--- config.mk ---
export PLATFORM = sky130hd
export DESIGN_NAME = dff_trick_sched_flat
export DESIGN_NICKNAME = d
export VERILOG_FILES = /design/src/rtl/dff_trick_sched_if.sv /design/src/rtl/dff_trick_sched.sv /design/src/flat_wrapper.sv
export SDC_FILE = /design/constraint.sdc
export NUM_CORES = 1
export LEC_CHECK = 0
export ABC_CLOCK_PERIOD_IN_PS = 1800
export BUFFER_PORTS_ARGS = -buffer_cell sky130_fd_sc_hd__buf_2
export CAP_MARGIN = 5
export CORE_ASPECT_RATIO = 1.75
export CORE_MARGIN = 4
export CORE_UTILIZATION = 50
export DETAILED_ROUTE_END_ITERATION = 16
export PLACE_DENSITY = 0.91
export SYNTH_ARGS = -nofsm -noshare
export SYNTH_HDL_FRONTEND = slang
export SYNTH_SLANG_ARGS = --single-unit
export TNS_END_PERCENT = 100
--- constraint.sdc ---
create_clock -name clk -period 1.8 [get_ports clk]
set_input_delay 0.27 -clock clk [delete_from_list [all_inputs] [get_ports clk]]
set_output_delay 0.27 -clock clk [all_outputs]
set_load 0.005 [all_outputs]
--- src/rtl/dff_trick_sched_if.sv ---
// Port bundle between requesters/shared flop and the dff_trick_sched scheduler.
// The slave modport is the scheduler's view; the master modport is the requester/flop side.
interface dff_trick_sched_if #(
    parameter int N_REQ = 4,
    parameter int EN_W  = 5
);
    logic [N_REQ-1:0]      req;
    logic [N_REQ-1:0]      req_d;
    logic [N_REQ*EN_W-1:0] req_en;
    logic [N_REQ-1:0]      gnt;
    logic [N_REQ-1:0]      done;
    logic                  rsp_q;
    logic                  busy;
    logic                  ff_d;
    logic [EN_W-1:0]       ff_en;
    logic                  ff_is_diff;
    logic                  ff_q;
    logic [1:0]            dbg_state;

    modport slave (
        input  req, req_d, req_en, ff_q,
        output gnt, done, rsp_q, busy, ff_d, ff_en, ff_is_diff, dbg_state
    );

    modport master (
        output req, req_d, req_en, ff_q,
        input  gnt, done, rsp_q, busy, ff_d, ff_en, ff_is_diff, dbg_state
    );
endinterface

--- src/rtl/dff_trick_sched.sv ---
// Round-robin scheduler sharing one d_ff_trick flop among N_REQ requesters.
// Grants one request at a time, waits SETTLE_CYC cycles, returns the sampled q with a done pulse.
module dff_trick_sched #(
    parameter int N_REQ      = 4,
    parameter int EN_W       = 5,
    parameter int SETTLE_CYC = 1
) (
    input  logic              clk,
    input  logic              reset_n,
    dff_trick_sched_if.slave  bus
);
    localparam int IW = (N_REQ > 1) ? $clog2(N_REQ) : 1;

    typedef enum logic [1:0] {
        S_IDLE  = 2'd0,
        S_ISSUE = 2'd1,
        S_WAIT  = 2'd2,
        S_RESP  = 2'd3
    } state_t;

    state_t            state, state_nx;
    logic [IW-1:0]     ptr, ptr_nx;
    logic [IW-1:0]     idx, idx_nx;
    logic [3:0]        cnt, cnt_nx;
    logic              lat_d, lat_d_nx;
    logic [EN_W-1:0]   lat_en, lat_en_nx;
    logic [EN_W-1:0]   last_en, last_en_nx;
    logic              last_valid, last_valid_nx;
    logic [N_REQ-1:0]  done_r, done_nx;
    logic              rsp_r, rsp_nx;

    logic              found;
    logic [IW-1:0]     pick;
    logic [IW-1:0]     cand;
    logic [N_REQ-1:0]  idx_oh;

    // Handshake: a requester raises req with req_d/req_en stable and holds it
    // until it sees its gnt bit (a one-cycle pulse); it must drop req the next
    // cycle. done[i] pulses for one cycle when rsp_q carries that requester's result.

    // First set req bit at or above ptr, wrapping modulo N_REQ.
    always_comb begin
        found = 1'b0;
        pick  = '0;
        cand  = '0;
        for (int k = 0; k < N_REQ; k++) begin
            cand = IW'((int'(ptr) + k) % N_REQ);
            if (!found && bus.req[cand]) begin
                found = 1'b1;
                pick  = cand;
            end
        end
    end

    assign idx_oh = {{(N_REQ-1){1'b0}}, 1'b1} << idx;

    always_comb begin
        state_nx      = state;
        ptr_nx        = ptr;
        idx_nx        = idx;
        cnt_nx        = cnt;
        lat_d_nx      = lat_d;
        lat_en_nx     = lat_en;
        last_en_nx    = last_en;
        last_valid_nx = last_valid;
        done_nx       = '0;
        rsp_nx        = rsp_r;
        case (state)
            S_IDLE: begin
                if (found) begin
                    idx_nx    = pick;
                    lat_d_nx  = bus.req_d[pick];
                    lat_en_nx = bus.req_en[int'(pick)*EN_W +: EN_W];
                    state_nx  = S_ISSUE;
                end
            end
            S_ISSUE: begin
                if (SETTLE_CYC > 0) begin
                    state_nx = S_WAIT;
                    cnt_nx   = 4'(SETTLE_CYC - 1);
                end else begin
                    state_nx = S_RESP;
                    done_nx  = idx_oh;
                    rsp_nx   = bus.ff_q;
                end
            end
            S_WAIT: begin
                if (cnt == 4'd0) begin
                    state_nx = S_RESP;
                    done_nx  = idx_oh;
                    rsp_nx   = bus.ff_q;
                end else begin
                    cnt_nx = cnt - 4'd1;
                end
            end
            S_RESP: begin
                last_en_nx    = lat_en;
                last_valid_nx = 1'b1;
                ptr_nx        = (idx == IW'(N_REQ - 1)) ? '0 : idx + IW'(1);
                state_nx      = S_IDLE;
            end
            default: state_nx = S_IDLE;
        endcase
    end

    always_ff @(posedge clk) begin
        if (!reset_n) begin
            state      <= S_IDLE;
            ptr        <= '0;
            idx        <= '0;
            cnt        <= '0;
            lat_d      <= 1'b0;
            lat_en     <= '0;
            last_en    <= '0;
            last_valid <= 1'b0;
            done_r     <= '0;
            rsp_r      <= 1'b0;
        end else begin
            state      <= state_nx;
            ptr        <= ptr_nx;
            idx        <= idx_nx;
            cnt        <= cnt_nx;
            lat_d      <= lat_d_nx;
            lat_en     <= lat_en_nx;
            last_en    <= last_en_nx;
            last_valid <= last_valid_nx;
            done_r     <= done_nx;
            rsp_r      <= rsp_nx;
        end
    end

    // The latched request only changes on a new grant, so driving the flop
    // straight from it holds d/en steady between transactions.
    assign bus.ff_d       = lat_d;
    assign bus.ff_en      = lat_en;
    assign bus.ff_is_diff = (state == S_ISSUE) && (!last_valid || (lat_en != last_en));
    assign bus.gnt        = (state == S_ISSUE) ? idx_oh : '0;
    assign bus.done       = done_r;
    assign bus.rsp_q      = rsp_r;
    assign bus.busy       = (state != S_IDLE);
    assign bus.dbg_state  = state;
endmodule
--- src/flat_wrapper.sv ---
// flat-port wrapper written by rule: the top's interface ports become plain ports
module dff_trick_sched_flat 
#(
    parameter int N_REQ      = 4,
    parameter int EN_W       = 5,
    parameter int SETTLE_CYC = 1
)
  (clk, reset_n, bus_req, bus_req_d, bus_req_en, bus_ff_q, bus_gnt, bus_done, bus_rsp_q, bus_busy, bus_ff_d, bus_ff_en, bus_ff_is_diff, bus_dbg_state);
  dff_trick_sched_if #(.N_REQ(N_REQ), .EN_W(EN_W)) bus_i ();
  input  logic clk;
  input  logic reset_n;
  input wire logic [$bits(bus_i.req)-1:0] bus_req;
  input wire logic [$bits(bus_i.req_d)-1:0] bus_req_d;
  input wire logic [$bits(bus_i.req_en)-1:0] bus_req_en;
  input wire logic [$bits(bus_i.ff_q)-1:0] bus_ff_q;
  output wire logic [$bits(bus_i.gnt)-1:0] bus_gnt;
  output wire logic [$bits(bus_i.done)-1:0] bus_done;
  output wire logic [$bits(bus_i.rsp_q)-1:0] bus_rsp_q;
  output wire logic [$bits(bus_i.busy)-1:0] bus_busy;
  output wire logic [$bits(bus_i.ff_d)-1:0] bus_ff_d;
  output wire logic [$bits(bus_i.ff_en)-1:0] bus_ff_en;
  output wire logic [$bits(bus_i.ff_is_diff)-1:0] bus_ff_is_diff;
  output wire logic [$bits(bus_i.dbg_state)-1:0] bus_dbg_state;
  assign bus_i.req = bus_req;
  assign bus_i.req_d = bus_req_d;
  assign bus_i.req_en = bus_req_en;
  assign bus_i.ff_q = bus_ff_q;
  assign bus_gnt = bus_i.gnt;
  assign bus_done = bus_i.done;
  assign bus_rsp_q = bus_i.rsp_q;
  assign bus_busy = bus_i.busy;
  assign bus_ff_d = bus_i.ff_d;
  assign bus_ff_en = bus_i.ff_en;
  assign bus_ff_is_diff = bus_i.ff_is_diff;
  assign bus_dbg_state = bus_i.dbg_state;
  dff_trick_sched #(.N_REQ(N_REQ), .EN_W(EN_W), .SETTLE_CYC(SETTLE_CYC)) u_core (.clk(clk), .reset_n(reset_n), .bus(bus_i));
endmodule
# After elaboration in Yosys (flattened, before gate mapping)
# Index checks and enable logic that the tools add are counted.
# W data, S select, Z words.
[word_totals]
inputBits = 31
register_bits = 27
elab_cells = 74
output_inout_bits = 19
[classes]
shift = 2
n_mul = 1
addsub = 5
eq_ne = 8
n_mux = 25
n_reduce_logical = 18
order_cmp = 5
[ops]
columns = ["operator", "n"]
rows = [
  ["$shiftx A20 B32 Y5", 1],
  ["$lt A2 B3 Y1 const B", 5],
  ["$mux W2", 7],
  ["$bmux W1 S2", 5],
  ["$mux W1", 9],
  ["$mux W4", 2],
  ["$pmux W2 S4", 1],
  ["$pmux W4 S2", 1],
  ["$reduce_and A2 Y1", 4],
  ["$eq A2 B2 Y1 const B", 3],
  ["$mul A2 B3 Y5 const B", 1],
  ["$ne A5 B5 Y1", 1],
  ["$add A2 B1 Y2 const B", 2],
  ["$add A2 B2 Y2 const B", 2],
  ["$logic_and A1 B1 Y1", 4],
  ["$logic_not A1 Y1", 4],
  ["$logic_not A4 Y1", 1],
  ["$ne A2 B1 Y1 const B", 2],
  ["$reduce_bool A2 Y1", 2],
  ["$shl A1 B2 Y4 const A", 1],
  ["$sub A4 B1 Y4 const B", 1],
  ["$reduce_and A3 Y1", 1],
  ["$eq A2 B1 Y1 const B", 1],
  ["$logic_not A2 Y1", 1],
  ["other kinds (2)", 2],
]

# Logic depth before layout (Yosys ltp)
[depth]
depth_word = 14
depth_mapped = 7
mapped_depth_nobuf = 7

# Worst setup path before layout
# No wires, ideal clock.
[synth_path]
path_kind = "reg2reg"
start = "reg u_core.state[0], in the netlist u_core.bus.dbg_state[0]"
end = "reg u_core.state[1], in the netlist u_core.bus.dbg_state[1]"
slack_ps = 286
t_required_ps = 1684
synth_period_minus_slack_ps = 1514
arrival_time_ps = 1398
stages_incl_launch_ff = 8
n_path_buf = 1
setup_ps = 116
path_cell_list = "dfxtp_1 inv_1 ha_1 clkbuf_1 o21ai_2 a21boi_1 mux2i_1 nor2b_1"
[synth_between]
elab_chain_len = 3
elab_cells_between_ends = 8
classes_between = "5 x eq/ne; 1 x mux; 2 x reduce/logical"
[synth_rtl]
columns = ["element", "line", "rtl"]
rows = [
  ["start: declaration", "dff_trick_sched.sv:21", "state_t state, state_nx;"],
  ["start signal: assignment", "dff_trick_sched.sv:119", "state <= state_nx;"],
  ["$eq A2 B2 Y1 / $logic_not A2 Y1 (equally long branches)", "dff_trick_sched.sv:68", "case (state)"],
  ["$ne A2 B1 Y1 (no source line)", "n/a", ""],
  ["$reduce_and A2 Y1 (no source line)", "n/a", ""],
]
# Parallel ways exist; a longest one is shown, timed or not.
# A chain may end at the register's enable or synchronous reset.

# Worst setup path after layout
[layout_path]
start = "reg u_core.lat_en[3], in the netlist u_core.bus.ff_en[3]"
end = "out bus_ff_is_diff"
[layout_between]
elab_chain_len = 3
[layout_rtl]
columns = ["element", "line", "rtl"]
rows = [
  ["start: declaration", "dff_trick_sched.sv:26", "logic [EN_W-1:0] lat_en, lat_en_nx;"],
  ["start signal: assignment", "dff_trick_sched.sv:124", "lat_en <= lat_en_nx;"],
  ["$ne A5 B5 Y1", "dff_trick_sched.sv:136", "assign bus.ff_is_diff = (state == S_ISSUE) && (!last_valid || (lat_en != last_en));"],
  ["$logic_or A1 B1 Y1", "dff_trick_sched.sv:136", ""],
  ["$logic_and A1 B1 Y1", "dff_trick_sched.sv:136", ""],
  ["end: declaration", "flat_wrapper.sv:22", "output wire logic [$bits(bus_i.ff_is_diff)-1:0] bus_ff_is_diff;"],
]
# No other way between the ends.

==> results.json <==
{
  "crit_path_max_fanout": 4,
  "yosys_register_bits": 27,
  "drive_above_1_share_pct": 32.7,
  "r2r-end": "u_core.bus.ff_en[2]$_SDFFE_PN0P_",
  "crit_arrival_ns": 1.38,
  "pin_count": 50,
  "yosysTopAreaCell": "dfxtp_1",
  "grt_pass1_wl_mm": 5.26,
  "die_x_um": 49.3,
  "rsz0062_at_grt": "false",
  "cp_num_buf_inv": 1,
  "drtAntennaViolNets": 0,
  "end_kind": "primary output",
  "dr.first_iter.drc_count": 22,
  "avgSynthCellArea_um2": 9.93,
  "std_cell_rows": 26,
  "min_from": "bus_ff_q",
  "grt_max_degree": 30,
  "synth_top_area_share_pct": 36.3,
  "power_uw": 1780,
  "slowest_delay_ns": 0.37,
  "fin_crit_ns": 1.65,
  "r2r-start": "u_core.bus.dbg_state[1]$_SDFFE_PN0P_",
  "synth_xor_xnor_area_share_pct": 2.94,
  "wl_mm": 3.17,
  "timing.hold.worst.class": "in -> reg",
  "async_flop_share_pct": 0,
  "setup_viol": 0,
  "synth_area_leaders": "dfxtp_1 36%, mux2i_1 16%, ha_1 7.6%, nor2b_1 4.6%, o221ai_1 3.5%",
  "fin_tns_setup_ns": 0,
  "start_kind": "flop",
  "ys_top_cells_by_count": "27 x dfxtp_1, 24 x mux2i_1, 11 x inv_1, 11 x nor2b_1, 9 x ha_1",
  "slew_headroom_pct": 55.4,
  "finalHoldViolations": 0,
  "synthMuxAreaShare_pct": 16.1,
  "final_nets": 240,
  "fin_skew_ns": 0.00268,
  "pwr-share-seq_pct": 43.4,
  "htreeDepth": 1,
  "antenna_found_initial": 0,
  "min_to": "u_core.bus.rsp_q$_SDFFE_PN0P_",
  "start_util_pct": 51.4,
  "path_cells": "xor2_1 -> nor4_1 -> a31oi_1 -> buf_2",
  "p_per_area_nw_per_um2": 989,
  "synthSimpleGateAreaFrac_pct": 18.2,
  "p_sw_share_pct": 35.3,
  "syn_inst": 150,
  "cap_violations": 0,
  "fmax_mhz": 605,
  "synth-edff-count": 0,
  "synth_top_family_by_area": "simple AND/OR/NAND/NOR gates",
  "synth_flop_cell": "dfxtp_1",
  "synth.yosys.seq_area_share_pct": 36.3,
  "synth_most_common_cell": "dfxtp_1",
  "firstDrtPassIters": 4,
  "num_antenna_cells": 0,
  "r2r_slack_ns": 0.21,
  "area_delta_synth_final_pct": 20.8,
  "core-area_um2": 2900,
  "worst_pin_slew_ns": 0.663,
  "die_area_um2": 3950,
  "fp.dieH_um": 80.2,
  "gp_congestion": 0.852,
  "cp_top_family": "flip-flops",
  "grt_pass1_vias": 1208,
  "synthAdderAreaFrac_pct": 7.56,
  "ir_worst_vdd_uv": 642,
  "cts_tree": "done",
  "grt_usage_pct": 16.8,
  "power.leakage_uw": 0.000832,
  "dp_hpwl_mm": 2.40,
  "worstRegToRegCells": 6,
  "vias_per_cell": 5.64,
  "yosysWarnings": 0,
  "vias": 1281,
  "synth_compound_area_share_pct": 13.4,
  "netlist_area_um2": 1490,
  "hold_depth": 3,
  "combPwrFrac_pct": 37.0,
  "required_ns": 1.53,
  "portBuffers": 49,
  "cts_root_buf": "clkbuf_8",
  "p_int_uw": 1150,
  "drc": 0,
  "cpMaxStageDelayCell": "dfxtp_1",
  "clock_latency_ns": 0.28,
  "synth_fp_nets": 190,
  "path_class": "reg -> out",
  "clkSlewWorstSetupHoldPaths_ns": 0.09,
  "cts_inserted_buffers": 3,
  "synth.distinct_cells": 33,
  "wl_per_cell_um": 13.9,
  "finalMaxSlewViolations": 0,
  "status": "finished clean",
  "cts.sinks": 27,
  "switching_power_uw": 627,
  "min_period_over_period_pct": 91.8,
  "grt-ovfl-total": 0,
  "cts.path.max_buffers": 2,
  "p_clk_share_pct": 19.6
}
power groups by stage:
stage / Clock, uW / Combinational (uW) / Sequential [uW]
finish: 348 / 658 / 772
global route: 379 / 729 / 785
global placement: 0 / 635 / 774
floorplan: 0 / 427 / 772
CTS: 355 / 655 / 771
detailed placement: 0 / 648 / 782
worst max-delay path by stage:
stage | startpoint | end | slack (ns) | cells past startpoint
3_5_place_dp | u_core.bus.dbg_state[1]$_SDFFE_PN0P_ | u_core.bus.ff_en[2]$_SDFFE_PN0P_ | 0.19 | 6
4_1_cts | u_core.bus.dbg_state[1]$_SDFFE_PN0P_ | u_core.bus.ff_en[2]$_SDFFE_PN0P_ | 0.13 | 6
5_1_grt | u_core.bus.dbg_state[1]$_SDFFE_PN0P_ | bus_ff_is_diff | 0.04 | 5
6_report | u_core.bus.ff_en[3]$_SDFFE_PN0P_ | bus_ff_is_diff | 0.15 | 4
2_1_floorplan | u_core.bus.dbg_state[0]$_SDFFE_PN0P_ | u_core.bus.dbg_state[1]$_SDFFE_PN0P_ | 0.29 | 7
3_3_place_gp | u_core.cnt[0]$_SDFFE_PN0P_ | u_core.bus.dbg_state[1]$_SDFFE_PN0P_ | 0.23 | 7
what timing repair did:
action                                  CTS  global route
resized for setup                         0             2
hold buffers                              0             0
setup buffers                             0             0
endpoints found under the setup margin    0             5
area by class of cell:
type	count	area [um^2]
timing repair buffer	51	260
multi-input combinational	106	875
fill	242	1100
clock buffer	3	41.3
clock inverter	1	5.00
inverter	11	41.3
tap	28	35.0
sequential	27	541
layer usage:
metal / vias up / wire length, um / track usage (%)
li1: 632 / - / -
met1: 595 / 1220 / 17.8
met2: 41 / 1660 / 30.5
met3: 13 / 201 / 4.08
met4: 0 / 86 / 7.98
met5: - / 0 / 0
cell families after synthesis:
family,count (synthesis)
adders and majority gates,9
and+or+nand+nor,44
DFF,27
AOI/OAI and AO/OA,24
xor gates and xnor gates,5
muxes,24
buffers and inverters,17
state kept, by name, indices dropped and copies added, names as in the netlist:
signal / cells
u_core.bus.ff_en: 5
u_core.last_en: 5
u_core.bus.done: 4
u_core.cnt: 4
u_core.bus.dbg_state: 2
u_core.idx: 2
u_core.ptr: 2
u_core.bus.ff_d: 1
u_core.bus.rsp_q: 1
u_core.last_valid: 1
worst reg2reg max path, stage by stage, from the launching register on:
cell and delay [ns]:
dfxtp_1 0.36, inv_1 0.10, ha_1 0.24, inv_1 0.09, nor2_2 0.24, nand3b_1 0.25, o221ai_1 0.24
layout by cell type (no fill, tap or decap), drive strengths merged, types with 5 or more instances in the layout:
cell type  netlist  layout
and2             6       6
buf              1      51
dfxtp           27      27
ha               9       9
inv             11      11
mux2i           24      24
nand2b           5       5
nand3            9       9
nor2b           11      11
o21ai            5       5
o221ai           6       6
per-stage QoR:
stage / instances / setup slack (ns) / hold slack [ns] / instance area [um^2] / util, %
2_1_floorplan: 150 / 0.286 / 0.427 / 1490 / -
3_3_place_gp: 223 / 0.226 / 0.434 / 1750 / 60.3
3_5_place_dp: 223 / 0.192 / 0.440 / 1750 / 60.3
4_1_cts: 227 / 0.129 / 0.259 / 1790 / 61.9
5_1_grt: 227 / 0.0414 / 0.280 / 1800 / 62.1
6_report: 227 / 0.147 / 0.254 / 1800 / 62.1
Power figures use the tool's default switching activity.
